`config.mk`:
```
export PLATFORM = sky130hd
export DESIGN_NAME = lp_coef_loader
export DESIGN_NICKNAME = d
export VERILOG_FILES = /design/src/rtl/lp_coef_pkg.sv /design/src/rtl/coef_stage.sv /design/src/rtl/lp_coef_loader.sv
export SDC_FILE = /design/constraint.sdc
export NUM_CORES = 1
export LEC_CHECK = 0
export BUFFER_PORTS_ARGS = -buffer_cell sky130_fd_sc_hd__buf_2
export CAP_MARGIN = 20
export CORE_ASPECT_RATIO = 0.8
export CORE_UTILIZATION = 49
export DETAILED_ROUTE_END_ITERATION = 16
export PLACE_DENSITY = 0.82
export REMOVE_ABC_BUFFERS = 1
export SLEW_MARGIN = 20
export SYNTH_ARGS = -nofsm -noshare
export SYNTH_HDL_FRONTEND = slang
export SYNTH_SLANG_ARGS = --single-unit
```
`constraint.sdc`:
```
create_clock -name clk_in -period 2.3 [get_ports clk_in]
set_clock_uncertainty 0.05 [all_clocks]
set_input_delay 0.46 -clock clk_in [delete_from_list [all_inputs] [get_ports clk_in]]
set_output_delay 0.46 -clock clk_in [all_outputs]
set_load 0.005 [all_outputs]
```
`src/rtl/lp_coef_pkg.sv`:
```
// Shared definitions for the low-pass filter coefficient loader:
// the address map, the Q3.32 coefficient format and the FSM encoding.
package lp_coef_pkg;

    localparam int COEF_WIDTH = 35;

    localparam logic [2:0] ADDR_A1_L   = 3'd0;
    localparam logic [2:0] ADDR_A1_M   = 3'd1;
    localparam logic [2:0] ADDR_A1_H   = 3'd2;
    localparam logic [2:0] ADDR_B0_L   = 3'd3;
    localparam logic [2:0] ADDR_B0_M   = 3'd4;
    localparam logic [2:0] ADDR_B0_H   = 3'd5;
    localparam logic [2:0] ADDR_COMMIT = 3'd6;
    localparam logic [2:0] ADDR_CTRL   = 3'd7;

    // 1.0 in Q3.32
    localparam logic signed [COEF_WIDTH-1:0] Q_ONE = 35'sh1_0000_0000;

    typedef enum logic {
        RUN   = 1'b0,
        CLEAR = 1'b1
    } state_t;

    // Stable pole: strictly inside (-1.0, +1.0)
    function automatic logic a1_in_range(input logic signed [COEF_WIDTH-1:0] a1);
        return (a1 < Q_ONE) && (a1 > -Q_ONE);
    endfunction

endpackage

```
`src/rtl/coef_stage.sv`:
```
// Staging register for one 35-bit coefficient, assembled from three
// 16-bit word writes (low, middle, top 3 bits).
module coef_stage
    import lp_coef_pkg::*;
#(
    parameter logic [2:0] ADDR_L = ADDR_A1_L,
    parameter logic [2:0] ADDR_M = ADDR_A1_M,
    parameter logic [2:0] ADDR_H = ADDR_A1_H
) (
    input  logic                  clk_in,
    input  logic                  rst_in,
    input  logic                  wr_stb_in,
    input  logic [2:0]            wr_addr_in,
    input  logic [15:0]           wr_data_in,
    output logic [COEF_WIDTH-1:0] coef_out
);

    always_ff @(posedge clk_in) begin
        if (rst_in) begin
            coef_out <= '0;
        end else if (wr_stb_in) begin
            if (wr_addr_in == ADDR_L) begin
                coef_out[15:0] <= wr_data_in;
            end else if (wr_addr_in == ADDR_M) begin
                coef_out[31:16] <= wr_data_in;
            end else if (wr_addr_in == ADDR_H) begin
                coef_out[34:32] <= wr_data_in[2:0];
            end
        end
    end

endmodule

```
`src/rtl/lp_coef_loader.sv`:
```
// Host-side writer for the low-pass filter taps: stages a1/b0, applies them
// atomically on commit if a1 is stable, then optionally flushes the filter.
//
//   state | meaning
//   ------+-------------------------------------------------------------
//   RUN   | on_out follows enable_req
//   CLEAR | on_out held low while the counter runs down to 1
module lp_coef_loader #(
    parameter int CLEAR_CYCLES = 4,
    parameter int COEF_WIDTH   = 35
) (
    input  logic                         clk_in,
    input  logic                         rst_in,
    input  logic                         wr_stb_in,
    input  logic [2:0]                   wr_addr_in,
    input  logic [15:0]                  wr_data_in,
    output logic                         ack_out,
    output logic signed [COEF_WIDTH-1:0] a1_out,
    output logic signed [COEF_WIDTH-1:0] b0_out,
    output logic                         on_out,
    output logic                         err_out
);

    import lp_coef_pkg::*;

    localparam logic [7:0] CLR_LOAD = 8'(CLEAR_CYCLES);

    logic [COEF_WIDTH-1:0] a1_stage;
    logic [COEF_WIDTH-1:0] b0_stage;

    state_t     state, state_nxt;
    logic [7:0] cnt, cnt_nxt;
    logic       enable_req, enable_nxt;
    logic       err_nxt;
    logic       on_nxt;
    logic       commit, ctrl, commit_ok;

    coef_stage #(
        .ADDR_L(ADDR_A1_L),
        .ADDR_M(ADDR_A1_M),
        .ADDR_H(ADDR_A1_H)
    ) u_a1_stage (
        .clk_in    (clk_in),
        .rst_in    (rst_in),
        .wr_stb_in (wr_stb_in),
        .wr_addr_in(wr_addr_in),
        .wr_data_in(wr_data_in),
        .coef_out  (a1_stage)
    );

    coef_stage #(
        .ADDR_L(ADDR_B0_L),
        .ADDR_M(ADDR_B0_M),
        .ADDR_H(ADDR_B0_H)
    ) u_b0_stage (
        .clk_in    (clk_in),
        .rst_in    (rst_in),
        .wr_stb_in (wr_stb_in),
        .wr_addr_in(wr_addr_in),
        .wr_data_in(wr_data_in),
        .coef_out  (b0_stage)
    );

    assign commit    = wr_stb_in && (wr_addr_in == ADDR_COMMIT);
    assign ctrl      = wr_stb_in && (wr_addr_in == ADDR_CTRL);
    assign commit_ok = commit && a1_in_range(a1_stage);

    always_comb begin
        state_nxt  = state;
        cnt_nxt    = cnt;
        enable_nxt = enable_req;
        err_nxt    = err_out;

        if (ctrl) begin
            enable_nxt = wr_data_in[0];
            if (wr_data_in[1]) begin
                err_nxt = 1'b0;
            end
        end
        if (commit && !commit_ok) begin
            err_nxt = 1'b1;
        end

        if (state == RUN) begin
            if (commit_ok && (CLEAR_CYCLES > 0)) begin
                state_nxt = CLEAR;
                cnt_nxt   = CLR_LOAD;
            end
        end else begin
            // A fresh commit restarts the flush from the full count
            if (commit_ok) begin
                cnt_nxt = CLR_LOAD;
            end else if (cnt <= 8'd1) begin
                state_nxt = RUN;
                cnt_nxt   = 8'd0;
            end else begin
                cnt_nxt = cnt - 8'd1;
            end
        end

        on_nxt = (state_nxt == RUN) && enable_nxt;
    end

    always_ff @(posedge clk_in) begin
        if (rst_in) begin
            state      <= RUN;
            cnt        <= 8'd0;
            enable_req <= 1'b0;
            err_out    <= 1'b0;
            on_out     <= 1'b0;
            ack_out    <= 1'b0;
        end else begin
            state      <= state_nxt;
            cnt        <= cnt_nxt;
            enable_req <= enable_nxt;
            err_out    <= err_nxt;
            on_out     <= on_nxt;
            ack_out    <= wr_stb_in;
        end
    end

    always_ff @(posedge clk_in) begin
        if (rst_in) begin
            a1_out <= '0;
            b0_out <= '0;
        end else if (commit_ok) begin
            a1_out <= a1_stage;
            b0_out <= b0_stage;
        end
    end

endmodule

```
**Yosys cells after proc, flatten, opt, wreduce, memory -nomap -nowiden**

Cells that the tools add are included.

- Output and inout port bits: 73
- Register bits: 153
- Word-level logic and storage cells: 60
- Bits of input ports: 22

- $lt $le $gt $ge: 3
- Add/sub/neg operators: 1
- Muxes and demuxes: 12
- Reductions and logical operators: 18
- Equal/unequal tests: 7
- Bitwise logic cells: 5

Operators with widths:

| kind | number |
|---|---|
| greater-than comparator 35 x 33 -> 1 bit (second input constant) | 1 |
| less-than comparator 35 x 34 -> 1 bit (second input constant) | 1 |
| two-way mux 8 bit | 4 |
| == test 3 bit (second input constant) | 4 |
| <= comparator 8 x 1 -> 1 bit (second input constant) | 1 |
| two-way mux 1 bit | 8 |
| AND reduction 4 bit | 2 |
| subtractor 8 x 1 -> 8 bit (second input constant) | 1 |
| == test 3 x 2 -> 1 bit (second input constant) | 2 |
| logical AND 1 bit | 6 |
| AND reduction 2 bit | 3 |
| AND reduction 3 bit | 2 |
| nonzero test 2 bit | 3 |
| NOT 1 bit | 5 |
| == test 3 x 1 -> 1 bit (second input constant) | 1 |
| logical NOT 3 bit | 1 |
| logical NOT 1 bit | 1 |

**Longest topological paths before layout**

Gate-level depths: netlist of the first run.

- Depth in word-level cells: 7
- Gate-level depth with buffers: 7
- Gate-level depth less buffers: 7

**Hierarchy**

Synthesis of the first run repeated with hierarchy kept, for this count alone.

- Cell total of the unflattened synthesis: 662
- Area, all modules: 6391.1 um^2

By module, submodules not included:

| module | area each (um^2) | cells an instance | seq. area each (um^2) | instances |
|---|---|---|---|---|
| lp_coef_loader | 3443.3 | 392 | 1661.6 | 1 |
| coef_stage at u_b0_stage | 1475.2 | 135 | 700.7 | 1 |
| coef_stage at u_a1_stage | 1472.7 | 135 | 700.7 | 1 |

**Worst setup path before layout of the first run**

OpenSTA, ideal clock, no wires.

- Kind: register to register
- From: reg cnt[2]
- To: reg cnt[0]
- Arrival time: 1.632 ns
- Buffers on the path: 0
- Setup time: 0.133 ns
- Cell stages (with the launch flop): 6
- Data required time: 2.117 ns
- Period minus slack after synthesis: 1.815 ns
- Setup slack: 0.485 ns
- Cells stage by stage: dfxtp_1 > or4_4 > nor4_4 > nand2b_1 > mux2_1 > nor3_1

- Cells in the longest elaborated chain, start to end: 4

Ends and longest elaborated chain:

| what | line | text |
|---|---|---|
| from (decl) | lp_coef_loader.sv:32 | `logic [7:0] cnt, cnt_nxt;` |
| from (signal assigned) | lp_coef_loader.sv:114 | `cnt <= cnt_nxt;` |
| <= comparator 8 x 1 -> 1 bit | lp_coef_loader.sv:93 | `end else if (cnt <= 8'd1) begin` |
| two-way mux 8 bit | lp_coef_loader.sv:93 |  |
| two-way mux 8 bit | lp_coef_loader.sv:91 | `if (commit_ok) begin` |
| two-way mux 8 bit | lp_coef_loader.sv:84 | `if (state == RUN) begin` |

No other way between the ends.
A chain may end at the register's enable or synchronous reset.

**Worst setup path after layout of the first run**

- From: reg u_a1_stage.coef_out[3]
- To: reg on_out

- Cells in the longest elaborated chain, start to end: 7
- Elaborated cells on any way between the ends: 9
- Classes of those cells: order compare (2); mux (3); bitwise (1); reduce/logical (3)

Ends and longest elaborated chain:

| what | line | text |
|---|---|---|
| from (decl) | coef_stage.sv:15 | `output logic [COEF_WIDTH-1:0] coef_out` |
| from (signal assigned) | coef_stage.sv:23 | `coef_out[15:0] <= wr_data_in;` |
| less-than comparator 35 x 34 -> 1 bit / greater-than comparator 35 x 33 -> 1 bit (equally long branches) | lp_coef_pkg.sv:26 | `return (a1 < Q_ONE) && (a1 > -Q_ONE);` |
| logical AND 1 bit * | lp_coef_pkg.sv:26 |  |
| logical AND 1 bit * | lp_coef_loader.sv:66 | `assign commit_ok = commit && a1_in_range(a1_stage);` |
| two-way mux 1 bit (on tied branches) | lp_coef_loader.sv:85, lp_coef_loader.sv:91 |  |
| two-way mux 1 bit * | lp_coef_loader.sv:84 |  |
| NOT 1 bit * | lp_coef_loader.sv:101 | `on_nxt = (state_nxt == RUN) && enable_nxt;` |
| logical AND 1 bit * | lp_coef_loader.sv:101 |  |
| to (signal assigned) | lp_coef_loader.sv:117 | `on_out <= on_nxt;` |
| to (decl) | lp_coef_loader.sv:20 | `output logic on_out,` |

Every way passes the cells marked *; elsewhere a longest branch is shown, timed or not.

==> impl_metrics.env, run 1 <==
export IMPL_ir_drop_uv=591
export IMPL_min_delay_start="wr_data_in[8]"
export IMPL_yosys_warnings=0
export IMPL_status="finished clean"
export IMPL_die_area_um2=12400
export IMPL_cts_root_buf="clkbuf_16"
export IMPL_synth_cell_types=33
export IMPL_rsz0062_at_grt="no"
export IMPL_avgViaCountPerCell=5.42
export IMPL_relSlewSlack=0.387
export IMPL_path_class="flop to flop"
export IMPL_synthArstFlopShare=0
export IMPL_synth_seq_area_share=0.523
export IMPL_ant_nets=0
export IMPL_port_buffers=94
export IMPL_numCtsBuffers=17
export IMPL_syn2layout_area_growth_pct=20.7
export IMPL_cts_sinks=153
export IMPL_placementRows=35
export IMPL_cp_required_ns=2.58
export IMPL_combPwrFrac=0.051
export IMPL_pre_cts_slack_ns=0.264
export IMPL_overflow=0
export IMPL_drv_cap=0
export IMPL_cp_slowest_stage_delay_ns=0.43
export IMPL_vias=5097
export IMPL_ctsResizeCount=0
export IMPL_crit_buf_inv=1
export IMPL_grt_pass1_wl_um=23600
export IMPL_drive_above_1_share=0.192
export IMPL_avgSynthCellArea_um2=8.35
export IMPL_timing_rr_start="u_a1_stage.coef_out[3]$_SDFFE_PP0P_"
export IMPL_path_clk_slew_ns=0.06
export IMPL_crit_chain="nor4_1 > nand4_1 > o31ai_2 > nor3_4 > buf_4 > nor4_2"
export IMPL_syn_cell_area_um2=5860
export IMPL_cp_end_kind="flop"
export IMPL_startpoint_type="flop"
export IMPL_first_global_vias=4696
export IMPL_fmax_mhz=485
export IMPL_p_sw_uw=1300
export IMPL_clkLatencyLatePin_ns=0.42
export IMPL_final_nets=803
export IMPL_fin_worst_hold_slack_ns=0.274
export IMPL_wl_per_cell_um=15.5
export IMPL_synthCells=702
export IMPL_slowest_stage="o31ai_2"
export IMPL_gp_congestion=0.818
export IMPL_leakage_uw=0.00268
export IMPL_initial_core_util=0.507
export IMPL_coreArea_um2=11600
export IMPL_die_y_um=99.8
export IMPL_setup_viol=0
export IMPL_postCtsSetupBuffers=0
export IMPL_drc=0
export IMPL_hold_viol=0
export IMPL_synth_edf_count=0
export IMPL_hold_class="input port to flop"
export IMPL_sw_frac_of_total=0.223
export IMPL_io_pins=95
export IMPL_post_route_period_util=0.896
export IMPL_grt_max_degree=84
export IMPL_finalCriticalPeriod_ns=2.06
export IMPL_cts_tree="built"
export IMPL_drt_first_pass_iters=5
export IMPL_seqPwrFrac=0.463
export IMPL_hpwlAfterDp_um=9100
export IMPL_cp_max_fo=14
export IMPL_setup_ws_ns=0.238
export IMPL_antenna_found_initial=0
export IMPL_tns_ns=0
export IMPL_first_iter_violations=521
export IMPL_crit_arrival_ns=2.34
export IMPL_worst_pin_slew_ns=0.920
export IMPL_cts_max_path_buffers=2
export IMPL_cp_top_family="simple AND/OR/NAND/NOR gates"
export IMPL_antenna_cells=0
export IMPL_synth_flop_cell="dfxtp_1"
export IMPL_pwr_share_clk=0.486
export IMPL_die_width_um=124
export IMPL_htree_levels=4
export IMPL_p_int_uw=4540
export IMPL_slew_viol_final=0
export IMPL_hold_buffers=0
export IMPL_grtUsageTotal=0.241
export IMPL_power_density_nw_per_um2=826
export IMPL_totalWireLength_um=14600
export IMPL_ys_ff_latch=153
export IMPL_worstSetupStartpoint="u_a1_stage.coef_out[3]$_SDFFE_PP0P_"
-- cell usage after synthesis, drive strengths merged, types with 6 or more instances --
cell,number,area share
nor2,17,0.011
o21ai,35,0.030
nor4,9,0.013
mux2i,44,0.075
nand3,6,0.0051
nand2,242,0.15
a21oi,68,0.058
nor3,11,0.011
nand4,35,0.037
buf,7,0.0092
dfxtp,153,0.52
clkbuf,45,0.029
-- layer usage --
metal / routed length [um] / up-vias / share of wire / track usage
met5: 0 / - / 0 / 0
met4: 281 / 0 / 0.019 / 0.0945
met3: 917 / 27 / 0.063 / 0.0480
met2: 6630 / 181 / 0.45 / 0.375
met1: 6760 / 2359 / 0.46 / 0.332
li1: - / 2530 / - / -
-- final timing paths --
kind                                          end  slack [ns]  cells after the start
min reg2reg               a1_out[28]$_SDFFE_PP0P_        0.39                      2
min          u_b0_stage.coef_out[24]$_SDFFE_PP0P_        0.27                      3
max reg2reg                     on_out$_SDFF_PP0_        0.24                      6
max                             on_out$_SDFF_PP0_        0.24                      6
-- power by group through the flow --
stage | Clock [uW] | Sequential (uW) | Combinational (uW)
5_1_grt | 3010 | 2710 | 321
3_5_place_dp | 0 | 2770 | 291
4_1_cts | 2870 | 2710 | 294
2_1_floorplan | 0 | 2760 | 148
6_report | 2840 | 2710 | 298
3_3_place_gp | 0 | 2760 | 287
-- sequential cells by signal (all words and copies together), names as in the netlist --
name / cells
enable_req: 1
ack_out: 1
a1_out: 35
u_a1_stage.coef_out: 35
cnt: 8
u_b0_stage.coef_out: 35
b0_out: 35
err_out: 1
state: 1
on_out: 1
-- final cells by class --
cell class,count,area [um^2]
Fill cell,969,4490
Sequential cell,153,3060
Timing Repair Buffer,110,628
Inverter,3,13.8
Clock inverter,10,143
Multi-Input combinational cell,494,2580
Clock buffer,22,464
Tap cell,148,185
-- tightest hold or removal path: stages --
cell	delay, ns
buf_2	0.13
nand2_1	0.06
a21oi_1	0.05
-- placed cells by master, fill, tap and decap left out, types with 2 or more instances in the layout --
cell,n
nand2_1,242
dfxtp_1,153
buf_2,94
a21oi_1,68
mux2i_1,44
nand4_1,35
o21ai_1,23
clkbuf_16,17
nor2_1,16
buf_4,13
o21ai_0,12
nor3_1,8
nor4_1,7
nand3_1,6
nor2b_1,4
xnor2_1,4
clkinvlp_4,4
nand2b_1,3
a2111oi_2,3
bufinv_16,3
clkbuf_1,3
buf_12,3
inv_1,2
or3_1,2
nor3_2,2
ha_1,2
clkbuf_8,2
-- through the flow --
stage | instance area [um^2] | total power [uW] | util | cells
after floorplan | 5640 | 2910 | - | 650
after global placement | 6470 | 3050 | 0.559 | 908
after detailed placement | 6470 | 3060 | 0.559 | 908
after CTS | 7070 | 5870 | 0.612 | 940
after global routing | 7070 | 6040 | 0.612 | 940
final | 7070 | 5850 | 0.612 | 940
-- kinds of logic (layout without fill, tap and decap cells) --
| kind of cell | Yosys count | after routing | share of synthesized area |
|---|---|---|---|
| AO/OA/AOI/OAI | 110 | 110 | 0.102 |
| XOR/XNOR | 4 | 4 | 0.00598 |
| adder cells (fa/ha/maj) | 2 | 2 | 0.00427 |
| buffers and inverters | 55 | 145 | 0.0399 |
| flip-flops | 153 | 153 | 0.523 |
| multiplexers | 45 | 45 | 0.0771 |
| AND/OR/NAND/NOR | 333 | 333 | 0.248 |
(Power assumes the default switching activity.)
==> run 2: changes to the inputs <==
Settings changed: CAP_MARGIN 20 to default, CTS_BUF_LIST from default to sky130_fd_sc_hd__clkbuf_16.
==> run 2 against run 1 <==
Against the previous run: worst hold slack worse by 0.0085 ns; non-clock buffer count is the same; flip-flop and latch count did not move; design area is 0.28% lower; sequential power about the same; register-to-register slack is essentially flat; utilization shrank 0.17 points.
==> impl_metrics.env, run 2 (synthesis results as in run 1) <==
export IMPL_first_global_vias=4702
export IMPL_initial_core_util=0.507
export IMPL_crit_arrival_ns=2.35
export IMPL_finalCriticalPeriod_ns=2.06
export IMPL_placementRows=35
export IMPL_vias=5122
export IMPL_slew_viol_final=0
export IMPL_gp_congestion=0.818
export IMPL_cts_max_path_buffers=2
export IMPL_ctsResizeCount=0
export IMPL_grtUsageTotal=0.240
export IMPL_hold_buffers=0
export IMPL_die_y_um=99.8
export IMPL_finalCoreUtilization=0.610
export IMPL_htree_levels=4
export IMPL_post_route_period_util=0.897
export IMPL_rsz0062_at_grt="no"
export IMPL_power_density_nw_per_um2=818
export IMPL_final_cell_mix="242 x nand2_1, 153 x dfxtp_1, 94 x buf_2, 68 x a21oi_1, 44 x mux2i_1"
export IMPL_numCtsBuffers=17
export IMPL_fillers=977
export IMPL_syn2layout_area_growth_pct=20.4
export IMPL_cp_end_kind="flop"
export IMPL_path_class="flop to flop"
export IMPL_clkLatencyLatePin_ns=0.43
export IMPL_ant_nets=0
export IMPL_status="finished clean"
export IMPL_die_width_um=124
export IMPL_die_area_um2=12400
export IMPL_coreArea_um2=11600
export IMPL_setup_viol=0
export IMPL_antenna_cells=0
export IMPL_totalWireLength_um=14500
export IMPL_fmax_mhz=484
export IMPL_fin_worst_hold_slack_ns=0.265
export IMPL_io_pins=95
export IMPL_cp_required_ns=2.59
export IMPL_hold_viol=0
export IMPL_port_buffers=94
export IMPL_hpwlAfterDp_um=9100
export IMPL_register_area_um2=3060
export IMPL_startpoint_type="flop"
export IMPL_drc=0
export IMPL_setup_ws_ns=0.236
export IMPL_first_iter_violations=486
export IMPL_pre_cts_slack_ns=0.264
export IMPL_final_nets=803
export IMPL_leakage_uw=0.00268
export IMPL_grt_max_degree=84
export IMPL_cp_max_fo=14
export IMPL_avgViaCountPerCell=5.45
export IMPL_relSlewSlack=0.390
export IMPL_cts_tree="built"
export IMPL_hold_class="input port to flop"
export IMPL_worst_pin_slew_ns=0.915
export IMPL_cts_sinks=153
export IMPL_grt_pass1_wl_um=23500
export IMPL_wl_per_cell_um=15.5
export IMPL_path_clk_slew_ns=0.06
export IMPL_overflow=0
export IMPL_drv_cap=0
export IMPL_drive_above_1_share=0.189
export IMPL_antenna_found_initial=0
export IMPL_ir_drop_uv=610
export IMPL_multi_input_area_um2=2580
export IMPL_cts_root_buf="clkbuf_16"
export IMPL_drt_first_pass_iters=5
export IMPL_postCtsSetupBuffers=0
export IMPL_layout_commonest_cell="nand2_1"
-- run 2: cell types whose count changed in the layout (fill, tap and decap cells not counted) --
cell,change
clkbuf_1,-3
clkinv_1,+2
clkbuf_8,-2
inv_1,+3
-- run 2: cell type report --
| type | count | area share |
|---|---|---|
| sequential | 153 | 0.434 |
| clock buffer | 17 | 0.0603 |
| inverter | 3 | 0.00195 |
| clock inverter | 15 | 0.0229 |
| multi-input combinational | 494 | 0.365 |
| tap | 148 | 0.0263 |
| timing repair buffer | 110 | 0.0890 |
-- run 2: critical path, stage by stage (launching register included) --
cell and delay (ns):
dfxtp_1 0.32, nor4_1 0.39, nand4_1 0.19, o31ai_2 0.43, nor3_4 0.12, buf_4 0.23
nor4_2 0.24
-- run 2: power breakdown --
group	total, uW	internal (uW)	switching (uW)
Clock	2770	1690	1080
Combinational	297	90.9	207
Sequential	2710	2680	23.7
Total	5770	4460	1310
-- run 2: final timing paths --
path                                  startpoint                             endpoint  slack (ns)  depth (start not counted)
max          u_a1_stage.coef_out[3]$_SDFFE_PP0P_                    on_out$_SDFF_PP0_        0.24                          6
min                                wr_data_in[3]  u_b0_stage.coef_out[3]$_SDFFE_PP0P_        0.27                          3
max reg2reg  u_a1_stage.coef_out[3]$_SDFFE_PP0P_                    on_out$_SDFF_PP0_        0.24                          6
min reg2reg              a1_out[28]$_SDFFE_PP0P_              a1_out[28]$_SDFFE_PP0P_        0.39                          2
-- run 2: per-stage QoR --
| step | total power, uW | TNS [ns] | instance area [um^2] | std cells |
|---|---|---|---|---|
| 6_report | 5770 | 0 | 7050 | 940 |
| 5_1_grt | 5950 | 0 | 7050 | 940 |
| 4_1_cts | 5790 | 0 | 7050 | 940 |
| 3_5_place_dp | 3060 | 0 | 6470 | 908 |
| 3_3_place_gp | 3050 | 0 | 6470 | 908 |
| 2_1_floorplan | 2910 | -167.91 | 5640 | 650 |
-- run 2: layer usage --
layer  track usage  vias up  wire, um
li1              -     2523         -
met1         0.329     2389      6810
met2         0.374      186      6560
met3        0.0432       24       902
met4        0.0982        0       266
met5             0        -         0
==> run 3: changes to the inputs <==
Settings changed: PLACE_DENSITY 0.82 to 0.84, REMOVE_ABC_BUFFERS 1 to default.
Clock period 2.3 ns to 1.8 ns, I/O delays scaled along.
==> run 3 against run 2 <==
Against the previous run: the flow now finishes with violations (setup timing); sequential power grew 28%; worst hold slack lost 0.072 ns; non-clock buffer count grew 50; worst setup slack lost 0.50 ns; design area grew 11%; utilization grew 7.0 points; die area is the same; critical endpoint is now cnt[3]$_SDFFE_PP0P_; largest cell class unchanged.
==> impl_metrics.env, run 3 (synthesis results as in run 1) <==
export IMPL_status="finished, violations left"
export IMPL_violations="setup timing"
export IMPL_grt_max_degree=84
export IMPL_die_width_um=124
export IMPL_gp_congestion=0.889
export IMPL_crit_buf_inv=3
export IMPL_first_iter_violations=546
export IMPL_antenna_cells=0
export IMPL_die_area_um2=12400
export IMPL_grtUsageTotal=0.282
export IMPL_avgViaCountPerCell=6.01
export IMPL_power_density_nw_per_um2=954
export IMPL_drv_cap=0
export IMPL_fillers=772
export IMPL_fmax_mhz=485
export IMPL_cts_sinks=153
export IMPL_cts_max_path_buffers=2
export IMPL_placementRows=35
export IMPL_crit_arrival_ns=2.34
export IMPL_overflow=0
export IMPL_path_clk_slew_ns=0.06
export IMPL_cp_end_kind="flop"
export IMPL_coreArea_um2=11600
export IMPL_setup_viol=81
export IMPL_multi_input_area_um2=2790
export IMPL_path_class="flop to flop"
export IMPL_relSlewSlack=0.564
export IMPL_final_cell_mix="240 x nand2_1, 144 x dfxtp_1, 94 x buf_2, 68 x a21oi_1, 45 x buf_4"
export IMPL_finalCriticalPeriod_ns=2.06
export IMPL_hpwlAfterDp_um=10000
export IMPL_min_delay_start="wr_data_in[5]"
export IMPL_path_depth=8
export IMPL_hold_viol=0
export IMPL_htree_levels=4
export IMPL_wl_per_cell_um=19.8
export IMPL_hold_class="input port to flop"
export IMPL_crit_chain="nor4_4 > nand4_1 > buf_4 > o31ai_4 > nor3_4 > buf_6 > buf_12 > a2111oi_4"
export IMPL_syn2layout_area_growth_pct=34.1
export IMPL_regToRegSetupSlack_ns=-0.26
export IMPL_post_route_period_util=1.15
export IMPL_grt_pass1_wl_um=27500
export IMPL_leakage_uw=0.00310
export IMPL_drive_above_1_share=0.278
export IMPL_drt_first_pass_iters=6
export IMPL_layout_commonest_cell="nand2_1"
export IMPL_io_pins=95
export IMPL_numCtsBuffers=17
export IMPL_worst_pin_slew_ns=0.655
export IMPL_timing_rr_start="u_a1_stage.coef_out[17]$_SDFFE_PP0P_"
export IMPL_setup_ws_ns=-0.262
export IMPL_worstSetupStartpoint="u_a1_stage.coef_out[17]$_SDFFE_PP0P_"
export IMPL_register_area_um2=3070
export IMPL_min_to="u_a1_stage.coef_out[5]$_SDFFE_PP0P_"
export IMPL_place_area_um2=6770
export IMPL_antenna_found_initial=0
export IMPL_rsz0062_at_grt="yes"
export IMPL_ir_drop_uv=818
export IMPL_cp_slowest_stage_delay_ns=0.35
export IMPL_totalWireLength_um=19700
export IMPL_clkLatencyLatePin_ns=0.42
export IMPL_vias=5947
export IMPL_startpoint_type="flop"
export IMPL_reg2reg_to="cnt[3]$_SDFFE_PP0P_"
export IMPL_die_y_um=99.8
export IMPL_hold_depth=3
export IMPL_r2r_cells=8
export IMPL_cp_required_ns=2.07
export IMPL_slew_viol_final=0
export IMPL_design_area_um2=7860
export IMPL_port_buffers=94
export IMPL_first_global_vias=5466
export IMPL_syn_nets=726
export IMPL_initial_core_util=0.507
export IMPL_drc=0
export IMPL_cts_tree="built"
export IMPL_cp_max_fo=10
export IMPL_ant_nets=0
export IMPL_cp_top_family="simple AND/OR/NAND/NOR gates"
export IMPL_cts_root_buf="clkbuf_16"
export IMPL_final_nets=853
export IMPL_slowest_stage="dfxtp_2"
export IMPL_p_total_uw=7500
## run 3: where the power goes
part	switching [uW]	internal [uW]	total, uW
logic	353	218	571
registers	35.5	3430	3460
clock network	1530	1930	3460
## run 3: area by class of cell
class / count / area share
Sequential cell: 153 / 0.391
Inverter: 3 / 0.00175
Clock buffer: 17 / 0.0541
Multi-Input combinational cell: 494 / 0.355
Clock inverter: 15 / 0.0181
Tap cell: 148 / 0.0236
Timing Repair Buffer: 160 / 0.156
## run 3: worst max-delay path by stage
stage	to
finish	cnt[3]$_SDFFE_PP0P_
global route	cnt[3]$_SDFFE_PP0P_
CTS	on_out$_SDFF_PP0_
detailed placement	cnt[6]$_SDFFE_PP0P_
global placement	on_out$_SDFF_PP0_
floorplan	cnt[0]$_SDFFE_PP0P_
## run 3: worst min-delay path, stage by stage
cell and delay [ns]:
buf_2 0.14, nand2_1 0.06, a21oi_1 0.05
## run 3: stage by stage
stage / hold WS (ns) / util / setup slack (ns) / instances / TNS [ns]
6_report: 0.194 / 0.680 / -0.262 / 990 / -13.10
5_1_grt: 0.198 / 0.680 / -0.321 / 990 / -16.68
4_1_cts: 0.184 / 0.658 / -0.122 / 978 / -2.54
3_5_place_dp: 0.389 / 0.585 / -0.284 / 942 / -8.64
3_3_place_gp: 0.386 / 0.585 / -0.118 / 942 / -3.96
2_1_floorplan: 0.387 / - / 0.0606 / 702 / 0
## run 3: metal layers
layer  up-vias  part of all wire  track usage
met2       464              0.46        0.451
met1      2732              0.37        0.342
met5         -                 0            0
met3       126              0.11       0.0709
met4         0             0.068        0.184
li1       2625                 -            -
## run 3: timing repair
item	CTS	global route
buffers inserted	1	7
hold buffers	0	0
pin swaps	27	1
endpoints found under the setup margin	81	81
resized for setup	43	22
cloned	3	5
